==> src/rtl/misr_sig_analyzer.sv <==
// Response-side BIST signature analyzer: folds returned array words into a
// MISR (or captures the raw word), then compares the final signature against a
// golden value under a bit mask and reports pass/fail with a one-cycle done.

package misr_sig_analyzer_pkg;

    typedef enum logic [1:0] {
        ST_IDLE  = 2'd0,
        ST_RUN   = 2'd1,
        ST_CHECK = 2'd2,
        ST_DONE  = 2'd3
    } state_e;

endpackage

module misr_sig_analyzer
    import misr_sig_analyzer_pkg::*;
#(
    parameter int unsigned               DATA_WIDTH = 49,
    parameter logic [DATA_WIDTH-1:0]     POLY       = 49'h200,
    parameter int unsigned               CNT_WIDTH  = 16
) (
    input  logic                  i_clk,
    input  logic                  i_rst_n,
    input  logic                  i_mode,
    input  logic                  i_start,
    input  logic                  i_abort,
    input  logic [DATA_WIDTH-1:0] i_seed,
    input  logic                  i_vld,
    input  logic [DATA_WIDTH-1:0] i_data,
    input  logic                  i_last,
    input  logic [DATA_WIDTH-1:0] i_golden,
    input  logic [DATA_WIDTH-1:0] i_mask,
    output logic                  o_busy,
    output logic [DATA_WIDTH-1:0] o_signature,
    output logic [CNT_WIDTH-1:0]  o_count,
    output logic                  o_done,
    output logic                  o_pass
);

    state_e                r_state;
    state_e                w_state_nxt;

    logic [DATA_WIDTH-1:0] r_sig;
    logic [CNT_WIDTH-1:0]  r_cnt;
    logic                  r_pass;
    logic                  r_busy;
    logic                  r_done;

    logic [DATA_WIDTH-1:0] w_sig_nxt;
    logic [CNT_WIDTH-1:0]  w_cnt_nxt;
    logic                  w_pass_nxt;
    logic                  w_busy_nxt;
    logic                  w_done_nxt;

    logic [DATA_WIDTH-1:0] w_feedback;
    logic [DATA_WIDTH-1:0] w_compress;
    logic [DATA_WIDTH-1:0] w_absorb;
    logic [CNT_WIDTH-1:0]  w_cnt_inc;
    logic                  w_match;

    // Galois MISR step, capture alternative, saturating count and masked compare
    always_comb begin
        w_feedback = r_sig[DATA_WIDTH-1] ? POLY : '0;
        w_compress = {r_sig[DATA_WIDTH-2:0], 1'b0} ^ w_feedback ^ i_data;
        w_absorb   = i_mode ? w_compress : i_data;
        w_cnt_inc  = (r_cnt == '1) ? r_cnt : r_cnt + CNT_WIDTH'(1);
        w_match    = ((r_sig ^ i_golden) & i_mask) == '0;
    end

    // Next-state and datapath update; abort outranks start, start outranks last
    always_comb begin
        w_state_nxt = r_state;
        w_sig_nxt   = r_sig;
        w_cnt_nxt   = r_cnt;
        w_pass_nxt  = r_pass;

        case (r_state)
            ST_IDLE: begin
                if (i_start && !i_abort) begin
                    w_state_nxt = ST_RUN;
                    w_sig_nxt   = i_seed;
                    w_cnt_nxt   = '0;
                    w_pass_nxt  = 1'b0;
                end
            end
            ST_RUN: begin
                if (i_abort) begin
                    w_state_nxt = ST_IDLE;
                end else if (i_start) begin
                    // restart drops whatever word arrives this cycle
                    w_sig_nxt = i_seed;
                    w_cnt_nxt = '0;
                end else begin
                    if (i_vld) begin
                        w_sig_nxt = w_absorb;
                        w_cnt_nxt = w_cnt_inc;
                    end
                    if (i_last) begin
                        w_state_nxt = ST_CHECK;
                    end
                end
            end
            ST_CHECK: begin
                if (i_abort) begin
                    w_state_nxt = ST_IDLE;
                end else begin
                    w_pass_nxt  = w_match;
                    w_state_nxt = ST_DONE;
                end
            end
            ST_DONE: begin
                w_state_nxt = ST_IDLE;
            end
            default: begin
                w_state_nxt = state_e'(2'bxx);
            end
        endcase

        w_busy_nxt = (w_state_nxt == ST_RUN) || (w_state_nxt == ST_CHECK);
        w_done_nxt = (w_state_nxt == ST_DONE);
    end

    // State register
    always_ff @(posedge i_clk or negedge i_rst_n) begin
        if (!i_rst_n) begin
            r_state <= ST_IDLE;
        end else begin
            r_state <= w_state_nxt;
        end
    end

    // Signature, counter and status registers
    always_ff @(posedge i_clk or negedge i_rst_n) begin
        if (!i_rst_n) begin
            r_sig  <= '0;
            r_cnt  <= '0;
            r_pass <= 1'b0;
            r_busy <= 1'b0;
            r_done <= 1'b0;
        end else begin
            r_sig  <= w_sig_nxt;
            r_cnt  <= w_cnt_nxt;
            r_pass <= w_pass_nxt;
            r_busy <= w_busy_nxt;
            r_done <= w_done_nxt;
        end
    end

    assign o_busy      = r_busy;
    assign o_signature = r_sig;
    assign o_count     = r_cnt;
    assign o_done      = r_done;
    assign o_pass      = r_pass;

endmodule

==> config.mk <==
export PLATFORM = sky130hd
export DESIGN_NAME = misr_sig_analyzer
export DESIGN_NICKNAME = d
export VERILOG_FILES = /design/src/rtl/misr_sig_analyzer.sv
export SDC_FILE = /design/constraint.sdc
export NUM_CORES = 1
export LEC_CHECK = 0
export BUFFER_PORTS_ARGS = -buffer_cell sky130_fd_sc_hd__buf_2
export CAP_MARGIN = 20
export CORE_ASPECT_RATIO = 0.75
export CORE_MARGIN = 10
export CORE_UTILIZATION = 48
export CTS_CLUSTER_DIAMETER = 150
export CTS_CLUSTER_SIZE = 30
export DETAILED_ROUTE_END_ITERATION = 8
export MAX_ROUTING_LAYER = met4
export PLACE_DENSITY = 0.92
export SLEW_MARGIN = 5
export SYNTH_ARGS = -nofsm -noshare
export SYNTH_HDL_FRONTEND = slang
export SYNTH_SLANG_ARGS = --single-unit
==> constraint.sdc <==
create_clock -name i_clk -period 4.69 [get_ports i_clk]
set_input_delay 0.938 -clock i_clk [delete_from_list [all_inputs] [get_ports i_clk]]
set_output_delay 0.938 -clock i_clk [all_outputs]
set_load 0.01 [all_outputs]
======== Word-level counts from Yosys, hierarchy flattened ========
Cells that the tools add are included.
cells by class
  add/sub/neg operators ................... 1
  eq/ne operators ......................... 12
  muxes and demuxes ....................... 22
  bitwise logic cells ..................... 4
  reduce and logical (&&, ||, !) cells .... 10
operator list
  kind                     count
  $mux W49                 5
  $pmux W49 S2             1
  $xor A49 B49 Y49         2
  $mux W16                 5
  $and A49 B49 Y49         1
  $logic_not A49 Y1        1
  $xor A49 B10 Y49         1
  $pmux W16 S2             1
  $add A16 B1 Y16 const B  1
  $eq A16 B16 Y1 const B   1
  $mux W10                 1
  $mux W2                  5
  $eq A2 B2 Y1 const B     4
  $pmux W2 S4              1
  $ne A2 B2 Y1 const B     3
  $ne A3 B3 Y1 const B     2
  $reduce_and A5 Y1        1
  $eq A2 B1 Y1 const B     2
  $reduce_and A4 Y1        1
  $reduce_bool A2 Y1       2
  $reduce_and A3 Y1        1
  $logic_not A2 Y1         1
  $mux W1                  2
  $pmux W1 S2              1
  3 further kinds          3
word-level totals
  register bits after elaboration ......... 70

======== Depth between registers and ports, before layout ========
Gate-level depths: netlist of the first run.
  depth after elaboration ................. 8
  depth in mapped cells ................... 8
  gate-level depth less buffers ........... 6

======== Worst setup path before layout of the first run ========
No wires, ideal clock.
  path kind ............................... in2reg
  start point ............................. in i_abort
  end point ............................... reg r_cnt[5], in the netlist o_count[5]
  arrival time ............................ 2320 ps
  required time ........................... 4616 ps
  path slack .............................. 2295 ps
  stages on the path ...................... 6
  path buffers ............................ 2
  cell sequence ........................... clkbuf_2 -> or4_1 -> buf_2 -> a21o_1 -> or3_1 -> a21oi_2
between the ends
  word-level cells in the longest chain between the ends .. 4
  elaborated cells between the ends (all ways) .. 5
  those cells by class .................... eq/ne (2); reduce/logical (3)
RTL lines
  element                        line  RTL
  start, declared                27    input logic i_abort,
  $logic_not A1 Y1               80    if (i_start && !i_abort) begin
  $logic_and A1 B1 Y1            80
  $ne A2 B2 Y1 (no line)         n/a
  $reduce_and A5 Y1 (no line) *  n/a
  end signal, assigned           143   r_cnt <= w_cnt_nxt;
  end, declared                  45    logic [CNT_WIDTH-1:0] r_cnt;
Mark *: on every way between the ends. The rest lies on a longest branch, timed or not.
A chain may end at the register's enable or synchronous reset.

======== Worst setup path in the final report of the first run ========
  start point ............................. in i_start
  end point ............................... reg r_cnt[1], in the netlist o_count[1]
between the ends
  word-level cells in the longest chain between the ends .. 3
  elaborated cells between the ends (all ways) .. 8
  those cells by class .................... eq/ne (3); mux (3); reduce/logical (2)
RTL lines
  element                                                   line    RTL
  start, declared                                           26      input logic i_start,
  $mux W16 / $logic_and A1 B1 Y1 (equally long branches)    90, 80
  $mux W16 / $ne A2 B2 Y1 (equally long branches)           n/a
  $pmux W16 S2 / $reduce_and A5 Y1 (equally long branches)  n/a
Parallel ways exist; a longest one is shown, timed or not. The select of a mux whose other input is x is not followed.

==> Implementation_results.wiki, run 1 <==
{| class="wikitable"
! Metric !! Value
|-
| Critical register-to-register path startpoint || r_state[1]
|-
| Final critical delay including setup and external delays || 2640 ps
|-
| Unrepaired setup endpoints after global routing || false
|-
| Largest stage delay on the critical path || 880 ps
|-
| Achievable clock frequency || 379 MHz
|-
| Post-detailed-route count of antenna-violating nets || 0
|-
| Logic depth of the worst register-to-register path || 5
|-
| Crit-path slowest cell || nor4bb_1
|-
| Synth top area share || 38.4%
|-
| Number of hold buffers added after CTS || 0
|-
| CP most frequent cell || nor4bb_1
|-
| Number of synthesis warnings || 0
|-
| Data arrival, critical path || 2830 ps
|-
| Area of the die || 0.0138 mm2
|-
| I/O pins || 271
|-
| R2R Path End || o_count[1]
|-
| Routed wire length per instance || 18.5 um
|-
| Worst min path class || reg2reg
|-
| Internal reg-to-reg setup slack || 2300 ps
|-
| Wire length of the first global-routing pass || 27100 um
|-
| Worst Path Max Fanout || 7
|-
| Instance count after placement with tap cells included || 928
|-
| Setup WS pre-CTS || 1740 ps
|-
| Worst Tran Pin Value || 1060 ps
|-
| Total wire length after detailed routing || 17500 um
|-
| Post-Syn Area || 0.00456 mm2
|-
| Most frequent standard cell in the layout excluding fill and tap cells || buf_2
|-
| Nature of the critical path startpoint || input port
|-
| CTS HTree Levels || 3
|-
| DRT iter0 DRCs || 351
|-
| Number of clock sinks || 70
|-
| Post-synthesis cell count || 562
|-
| Initial antenna violation count || 2
|-
| Maxcap violations || 0
|-
| TritonCTS clock tree || built
|-
| Layout Cell Area excl Fill || 0.00632 mm2
|-
| CTS Root Cell || clkbuf_16
|-
| Status || complete, no violations
|-
| Pin count of the biggest net entering global routing || 101
|-
| Worst slew margin relative to its limit || 28.5%
|-
| Number of global-route vias before repair || 5045
|-
| Average cell area after synthesis || 8.11 um2
|-
| Ordered list of cells on the worst path || buf_2, nor4bb_1, nor4bb_1, a21oi_1, nand3_1, o21ai_0
|-
| Launch instance of the worst min-delay path || o_signature[44]
|-
| Worst clock skew on the final layout || 5.22 ps
|-
| Ratio of final minimum period to clock period || 56.3%
|-
| Number of cell rows || 30
|-
| Cells resized by post-CTS repair || 0
|-
| Maximum resistive drop on vdd || 0.186 mV
|-
| Layout overhead on the synthesized area || 38.6%
|-
| Fraction of the core area covered by cells at the end of the flow || 69.0%
|-
| First-pass iteration count of the detailed router || 5
|-
| Total clock buffers created by CTS || 9
|-
| Post-CTS Setup Repair Bufs || 0
|-
| Final Hold Slack || 553 ps
|-
| Post-synthesis net count || 767
|-
| Leakage || 3.20 nW
|-
| CP Capture Type || flop
|-
| Final cell count without fillers || 946
|-
| Cell area reported after detailed placement || 0.00596 mm2
|-
| Floorplan core area || 0.00916 mm2
|-
| Fin nets || 1016
|-
| Fraction of layout instances using a drive strength above 1 || 36.2%
|-
| Unique cell type count in the Yosys netlist || 38
|-
| End point of the critical path || o_count[1]
|-
| Largest cells by area after synthesis || dfrtp_1, xor2_1, nand2_1
|-
| Most frequent cells in the layout || buf_2, nand2_1, o21ai_0, xor2_1, dfrtp_1
|-
| CP startpoint || i_start
|-
| Total of flip-flops plus latches after synthesis || 70
|-
| Total track usage || 25.0%
|-
| Post-DP HPWL || 14200 um
|-
| Via total after detailed routing || 4926
|-
| Final setup margin || 2050 ps
|-
| Critical path class || in2reg
|-
| Power Density || 347 mW/mm2
|-
| Max-slew violation total from the final report || 0
|-
| Drt via density || 5.21
|-
| Post-route DRC || 0
|-
| Vertical die dimension || 104 um
|-
| Effective utilization at floorplan || 49.8%
|-
| Data required time of the worst path || 4880 ps
|-
| Final global-route overflow total || 0
|-
| Area leader, netlist || dfrtp_1
|-
| Total design power || 2.19 mW
|-
| Maximum root-to-sink buffer count || 2
|-
| Weighted congestion at the end of routability-driven global placement || 0.938
|-
| Setup TNS || 0 ps
|-
| Final hold viol count || 0
|-
| Clock latency on the worst-skew pair || 320 ps
|-
| Clock input transition at the sequential cells of the worst setup and hold paths || 60 ps
|-
| Quantity of I/O buffers inserted on ports || 270
|-
| X dimension of the die || 133 um
|-
| Setup violators final || 0
|-
| Share of synthesized area occupied by flip-flops and latches || 38.4%
|}
[state kept, by name, indices dropped and copies added (netlist names)]
register	flops
o_pass	1
o_count	16
o_busy	1
o_done	1
r_state	2
o_signature	49
[report_power, final]
group	switching (mW)	internal [mW]
clock network	0.277	0.529
registers	0.121	0.684
logic	0.321	0.257
[layer usage]
layer / GRT usage [%] / share of wire, % / vias up
met5: - / 0 / -
met4: 7.60 / 2.0 / 0
met3: 7.24 / 8.6 / 22
met2: 41.1 / 50 / 246
met1: 28.9 / 40 / 2250
li1: - / - / 2408
[kinds of logic after synthesis]
kind of cell               synth area share (%)
xor gates and xnor gates                   20.6
muxes                                     0.659
and+or+nand+nor                            19.4
AOI/OAI and AO/OA                          17.5
buffers and inverters                      2.91
DFF                                        38.4
adders and majority gates                 0.549
[Yosys cell counts]
master,instances
a211oi_1,1
a21o_1,1
a21oi_1,7
a21oi_2,2
a221oi_1,6
a22o_1,6
a22oi_1,12
a31o_2,2
a31oi_1,1
and2_1,1
and2_2,1
and3_1,4
and4_1,1
buf_1,3
buf_2,3
clkbuf_1,26
clkbuf_2,1
dfrtp_1,70
ha_1,2
inv_1,1
mux2i_1,3
nand2_1,154
nand2b_1,2
nand3_1,6
nand4_1,5
nor2_1,14
nor2b_1,1
nor3_1,5
nor4_1,6
nor4b_2,1
nor4bb_1,2
o21ai_0,98
o21bai_1,1
o31ai_1,2
or3_1,2
or4_1,2
xnor2_1,9
xor2_1,98
[critical path, delay by kind of cell]
family                 cells  cell delay (ps)
buffers and inverters      1              130
AOI/OAI and AO/OA          2              410
and+or+nand+nor            3             1350
[how the worst min path moves through the flow]
| stage | to | cells after the start |
|---|---|---|
| after floorplan | o_pass | 2 |
| after global placement | o_count[0] | 1 |
| after detailed placement | o_signature[5] | 2 |
| after CTS | o_signature[5] | 2 |
| after global routing | o_signature[19] | 2 |
| final | o_signature[44] | 2 |
[area by class of cell]
cell class,instances,area [um2]
Clock buffer,9,225
Inverter,1,3.75
Multi-Input combinational cell,458,2680
Timing Repair Buffer,271,1360
Fill cell,754,2840
Antenna cell,2,5.00
Clock inverter,7,128
Sequential cell,70,1750
Tap cell,128,160
(Power assumes the default switching activity.)
==> run 2: changes to the inputs <==
ABC_AREA = 1   (was unset)
CORE_UTILIZATION = 46   (was 48)
PLACE_DENSITY = 0.86   (was 0.92)
clock period = 2.7 ns   (was 4.69 ns; I/O delays follow)
==> run 2 against run 1 <==
Net effect: highest routed layer unchanged; register-to-register slack lost 1600 ps; worst setup slack lost 1400 ps; non-clock buffer count grew 4; critical endpoint is now o_signature[9].
==> Implementation_results.wiki, run 2 <==
{| class="wikitable"
! Metric !! Value
|-
| Most frequent standard cell in the layout excluding fill and tap cells || nand2_1
|-
| Largest cells by area after synthesis || dfrtp_1, nand2_1, xor2_1
|-
| Share of synthesized area occupied by flip-flops and latches || 33.9%
|-
| Post-Syn Area || 0.00517 mm2
|-
| Initial antenna violation count || 0
|-
| Most frequent cells in the layout || nand2_1, buf_2, dfrtp_1, nand3_1, inv_1
|-
| Area of the die || 0.0159 mm2
|-
| Relative contribution of the clock network to total power || 35.3%
|-
| Fill cell count || 986
|-
| Wire length of the first global-routing pass || 31000 um
|-
| Data required time of the worst path || 2970 ps
|-
| Number of clock sinks || 70
|-
| Number of synthesis warnings || 0
|-
| Post-detailed-route count of antenna-violating nets || 0
|-
| Post-DP HPWL || 16400 um
|-
| Final critical delay including setup and external delays || 2020 ps
|-
| Pin count of the biggest net entering global routing || 71
|-
| CTS Root Cell || clkbuf_16
|-
| Routed wire length per instance || 17.6 um
|-
| Leading post-synthesis cells by instance count || nand2_1, dfrtp_1, nand3_1
|-
| Area leader, netlist || dfrtp_1
|-
| Final hold viol count || 0
|-
| First-pass iteration count of the detailed router || 5
|-
| Inserted Diodes || 0
|-
| Number of synthesized flops with an enable pin || 0
|-
| Combinational power share || 29.3%
|-
| Drt via density || 5.16
|-
| Power Density || 603 mW/mm2
|-
| Number of cell rows || 33
|-
| Register area || 0.00175 mm2
|-
| Leakage || 3.70 nW
|-
| Cell Int Power || 2.77 mW
|-
| Floorplan core area || 0.0109 mm2
|-
| Max reg flops || 49
|-
| Data arrival, critical path || 2280 ps
|-
| CP Capture Type || flop
|-
| Fraction of the core area covered by cells at the end of the flow || 63.6%
|-
| Worst Path Max Fanout || 58
|-
| Vertical die dimension || 112 um
|-
| Maximum root-to-sink buffer count || 2
|-
| Total track usage || 25.0%
|-
| Fraction of layout instances using a drive strength above 1 || 32.8%
|-
| Net load switching power || 1.43 mW
|-
| Post-synthesis net count || 961
|-
| Area of combinational cells with multiple inputs || 0.00303 mm2
|-
| Total of flip-flops plus latches after synthesis || 70
|-
| Worst min path class || in2async
|-
| X dimension of the die || 142 um
|-
| I/O pins || 271
|-
| Sequential fraction of design power || 35.4%
|-
| Layout overhead on the synthesized area || 34.7%
|-
| Maximum resistive drop on vdd || 0.395 mV
|-
| Cells resized by post-CTS repair || 0
|-
| Async set-or-reset flop fraction in the synthesized netlist || 100%
|-
| Fin nets || 1218
|-
| Ratio of final minimum period to clock period || 74.7%
|-
| Status || complete, no violations
|-
| TritonCTS clock tree || built
|-
| Critical path class || reg2reg
|-
| Total wire length after detailed routing || 20400 um
|-
| Worst clock skew on the final layout || 5.78 ps
|-
| Worst slew margin relative to its limit || 38.3%
|-
| Achievable clock frequency || 496 MHz
|-
| Via total after detailed routing || 5973
|-
| Max-slew violation total from the final report || 0
|-
| Weighted congestion at the end of routability-driven global placement || 0.967
|-
| Number of hold buffers added after CTS || 0
|-
| Switching part of the total || 34.0%
|-
| Setup TNS || 0 ps
|-
| Effective utilization at floorplan || 47.2%
|-
| Synth top area share || 33.9%
|-
| CTS HTree Levels || 3
|-
| Total clock buffers created by CTS || 9
|-
| Clock input transition at the sequential cells of the worst setup and hold paths || 60 ps
|-
| Quantity of I/O buffers inserted on ports || 270
|-
| Post-CTS Setup Repair Bufs || 0
|-
| Unique cell type count in the Yosys netlist || 33
|-
| Clock latency on the worst-skew pair || 330 ps
|-
| Worst Tran Pin Value || 926 ps
|-
| Primary flip-flop cell chosen by synthesis mapping || dfrtp_1
|-
| Final global-route overflow total || 0
|-
| Total design power || 4.19 mW
|-
| Setup violators final || 0
|-
| Maxcap violations || 0
|-
| Number of global-route vias before repair || 5811
|-
| Unrepaired setup endpoints after global routing || false
|-
| DRT iter0 DRCs || 425
|-
| Post-synthesis cell count || 756
|-
| Nature of the critical path startpoint || flop
|-
| Average cell area after synthesis || 6.84 um2
|-
| Post-route DRC || 0
|-
| Final Hold Slack || 317 ps
|-
| Most frequent cell after synthesis || nand2_1
|}
run 2: worst paths after layout:
path	endpoint	startpoint	slack, ps	depth (start not counted)
worst min-delay path	o_signature[18]	i_rst_n	320	1
worst max register to register	o_signature[9]	r_state[1]	680	6
max in group asynchronous	o_signature[32]	i_rst_n	1750	1
worst min register to register	o_pass	o_pass	480	2
min in group i_clk	o_signature[15]	i_seed[15]	450	3
worst max-delay path	o_signature[9]	r_state[1]	680	6
run 2: through the flow:
step                      cell area (um2)  std cells  setup slack [ps]
final                                6960       1158               684
after global routing                 6960       1158               548
after CTS                            6960       1158               712
after detailed placement             6590       1142               586
after global placement               6590       1142               625
after floorplan                      5170        756              1150
run 2: cell families (layout without fill, tap and decap cells):
logic type | count (synthesis) | count (layout) | synth area share, %
buf+inv | 89 | 351 | 7.46
xor+xnor | 56 | 56 | 9.49
flops | 70 | 70 | 33.9
fa+ha+maj | 2 | 2 | 0.484
compound gates | 90 | 90 | 11.5
simple gates | 449 | 449 | 37.1
run 2: cell type report:
class,count,area share [%]
Sequential cell,70,25.2
Clock buffer,10,3.43
Clock inverter,6,1.91
Multi-Input combinational cell,597,43.5
Inverter,60,3.27
Tap cell,140,2.52
Timing Repair Buffer,275,20.2
run 2: power groups by stage:
stage	registers (mW)	logic, mW	clock network [mW]
floorplan	1.49	0.640	0
global placement	1.49	1.20	0
detailed placement	1.50	1.23	0
CTS	1.48	1.24	1.49
global route	1.51	1.38	1.54
finish	1.49	1.23	1.48
run 2: routing by layer:
layer	up-vias	share of wire (%)	GRT usage, %
li1	2946	-	-
met1	2742	42	31.0
met2	255	47	39.1
met3	30	8.4	6.79
met4	0	2.1	6.80
met5	-	0	-
run 2: critical path, cell delays in order (launching register included):
cell and delay (ps):
dfrtp_1 490, nor3_4 270, o21ai_2 100, nand2_4 230, buf_4 520, o221ai_1 210, nand2_1 100
==> run 3: changes to the inputs <==
CORE_UTILIZATION = 42   (was 46)
PLACE_DENSITY = 0.83   (was 0.86)
clock period = 1.6 ns   (was 2.7 ns; I/O delays follow)
==> run 3 against run 2 <==
Net effect: hold slack lost 78 ps; critical path depth rose by 1; fmax grew 26%; utilization rose by 0.51 points; combinational power rose by 110%; wire length is 8.8% higher; clock skew increased by 1.9 ps; flip-flop and latch count stayed put; clock power grew 31%; sequential power grew 60%; count of clock-buffer cells in the layout increased by 2; total power grew 65%; critical path type unchanged.
==> Implementation_results.wiki, run 3 (synthesized netlist as in run 2, its figures left out) <==
{| class="wikitable"
! Metric !! Value
|-
| Maximum resistive drop on vdd || 0.516 mV
|-
| Final hold viol count || 0
|-
| Final global-route overflow total || 0
|-
| Area of the die || 0.0172 mm2
|-
| Worst clock skew on the final layout || 7.65 ps
|-
| Number of cell rows || 34
|-
| Crit-path slowest cell || dfrtp_2
|-
| Worst Tran Pin Value || 347 ps
|-
| Nature of the critical path startpoint || flop
|-
| Unrepaired setup endpoints after global routing || true
|-
| Wire length of the first global-routing pass || 33200 um
|-
| X dimension of the die || 148 um
|-
| Max-slew violation total from the final report || 0
|-
| Worst Path Max Fanout || 7
|-
| Total track usage || 25.2%
|-
| Initial antenna violation count || 3
|-
| CP Capture Type || flop
|-
| Power Density || 912 mW/mm2
|-
| Post-DP HPWL || 17500 um
|-
| Vertical die dimension || 116 um
|-
| Maximum root-to-sink buffer count || 2
|-
| Post-route DRC || 0
|-
| Drt via density || 5.05
|-
| Clock latency on the worst-skew pair || 330 ps
|-
| Maxcap violations || 0
|-
| Fill cell count || 1080
|-
| Most frequent standard cell in the layout excluding fill and tap cells || nand2_1
|-
| Ratio of final minimum period to clock period || 99.9%
|-
| Cell area reported after detailed placement || 0.00705 mm2
|-
| Area of combinational cells with multiple inputs || 0.00311 mm2
|-
| Most frequent cells in the layout || nand2_1, buf_2, dfrtp_1, nand3_1, inv_1
|-
| Clock input transition at the sequential cells of the worst setup and hold paths || 60 ps
|-
| Achievable clock frequency || 625 MHz
|-
| Effective utilization at floorplan || 43.7%
|-
| Floorplan core area || 0.0118 mm2
|-
| Max reg flops || 49
|-
| Data required time of the worst path || 1810 ps
|-
| Setup violators final || 0
|-
| Worst min path class || in2reg
|-
| Number of global-route vias before repair || 6156
|-
| Fraction of layout instances using a drive strength above 1 || 37.2%
|-
| Layout Cell Area excl Fill || 0.00758 mm2
|-
| Status || complete, no violations
|-
| Ordered list of cells on the worst path || nor2_4, nand2_4, nor3b_4, a21oi_4, clkbuf_16, nand2_1, o21ai_0
|-
| Routed wire length per instance || 17.9 um
|-
| Largest stage delay on the critical path || 460 ps
|-
| Post-detailed-route count of antenna-violating nets || 0
|-
| Via total after detailed routing || 6253
|-
| Total wire length after detailed routing || 22200 um
|-
| Register area || 0.00176 mm2
|-
| Critical path class || reg2reg
|-
| CTS HTree Levels || 3
|-
| CTS Root Cell || clkbuf_16
|-
| TritonCTS clock tree || built
|-
| I/O pins || 271
|-
| Setup TNS || 0 ps
|-
| Layout overhead on the synthesized area || 46.8%
|-
| DRT iter0 DRCs || 460
|-
| Worst slew margin relative to its limit || 76.9%
|-
| Leakage || 4.03 nW
|-
| Number of clock sinks || 70
|-
| Pin count of the biggest net entering global routing || 60
|-
| Total clock buffers created by CTS || 9
|-
| First-pass iteration count of the detailed router || 6
|-
| Total design power || 6.91 mW
|-
| Data arrival, critical path || 1810 ps
|-
| Weighted congestion at the end of routability-driven global placement || 1.04
|-
| Quantity of I/O buffers inserted on ports || 270
|-
| Fin nets || 1274
|-
| Final critical delay including setup and external delays || 1600 ps
|}
[run 3: changes by cell type in the layout (fill, tap and decap cells not counted), moves of 3 or more]
cell / previous run / this run
buf_4: 5 / 47
buf_12: 1 / 9
o21ai_0: 35 / 31
o21ai_1: 0 / 4
bufinv_16: 4 / 1
clkbuf_1: 0 / 3
clkbuf_16: 9 / 12
dfrtp_1: 70 / 67
dfrtp_2: 0 / 3
diode_2: 0 / 3
nand2_1: 292 / 289
nand3_1: 67 / 64
nand3_2: 0 / 3
[run 3: power by group]
| group | internal (mW) | switching [mW] | total [mW] |
|---|---|---|---|
| Sequential | 2.07 | 0.316 | 2.38 |
| Combinational | 1.16 | 1.43 | 2.59 |
| Clock | 1.20 | 0.741 | 1.94 |
[run 3: what timing repair did]
action	CTS	global route
hold buffers	1	0
setup endpoints to repair	11	60
buffers inserted	0	6
gates cloned	0	4
pin swaps	0	7
gates resized for setup	1	26
endpoints found under the hold margin	19	0
[run 3: area by class of cell]
cell class | instances | area share, %
multi-input cells | 598 | 41.0
repair buffers | 330 | 26.3
flip-flops and latches | 70 | 23.1
clock buffers | 12 | 3.12
inverters | 60 | 3.04
well taps | 162 | 2.67
clock inverters | 4 | 0.627
diodes | 3 | 0.0990
[run 3: path summary, 6_finish.rpt]
check / depth (start not counted) / slack, ps / endpoint / startpoint
worst min register to register: 2 / 490 / o_pass / o_pass
worst max-delay path: 7 / 1 / o_count[5] / r_state[1]
max in group asynchronous: 3 / 680 / o_signature[28] / i_rst_n
min in group asynchronous: 2 / 440 / o_count[3] / i_rst_n
worst max register to register: 7 / 1 / o_count[5] / r_state[1]
worst min-delay path: 3 / 240 / o_signature[33] / i_seed[33]
[run 3: critical path: cells and delay by family (launching register included)]
kind,cells,cell delay [ps]
buf+inv,1,180
flops,1,460
simple gates,4,610
compound gates,2,210
[run 3: metrics by stage]
| stage | hold WS, ps | util [%] | instances | setup slack (ps) |
|---|---|---|---|---|
| finish | 239 | 64.1 | 1239 | 1.06 |
| global route | 236 | 64.1 | 1239 | -35.4 |
| CTS | 225 | 62.2 | 1226 | 11.8 |
| detailed placement | 248 | 59.6 | 1209 | -43.9 |
| global placement | 246 | 59.6 | 1209 | 6.68 |
| floorplan | 24.4 | - | 756 | 51.2 |
[run 3: per-layer routing]
layer / GRT usage [%] / vias to the layer above / share of wire [%]
met5: - / - / 0
met4: 5.53 / 0 / 1.6
met3: 5.84 / 39 / 8.6
met2: 39.6 / 306 / 47
met1: 32.4 / 2840 / 43
li1: - / 3068 / -
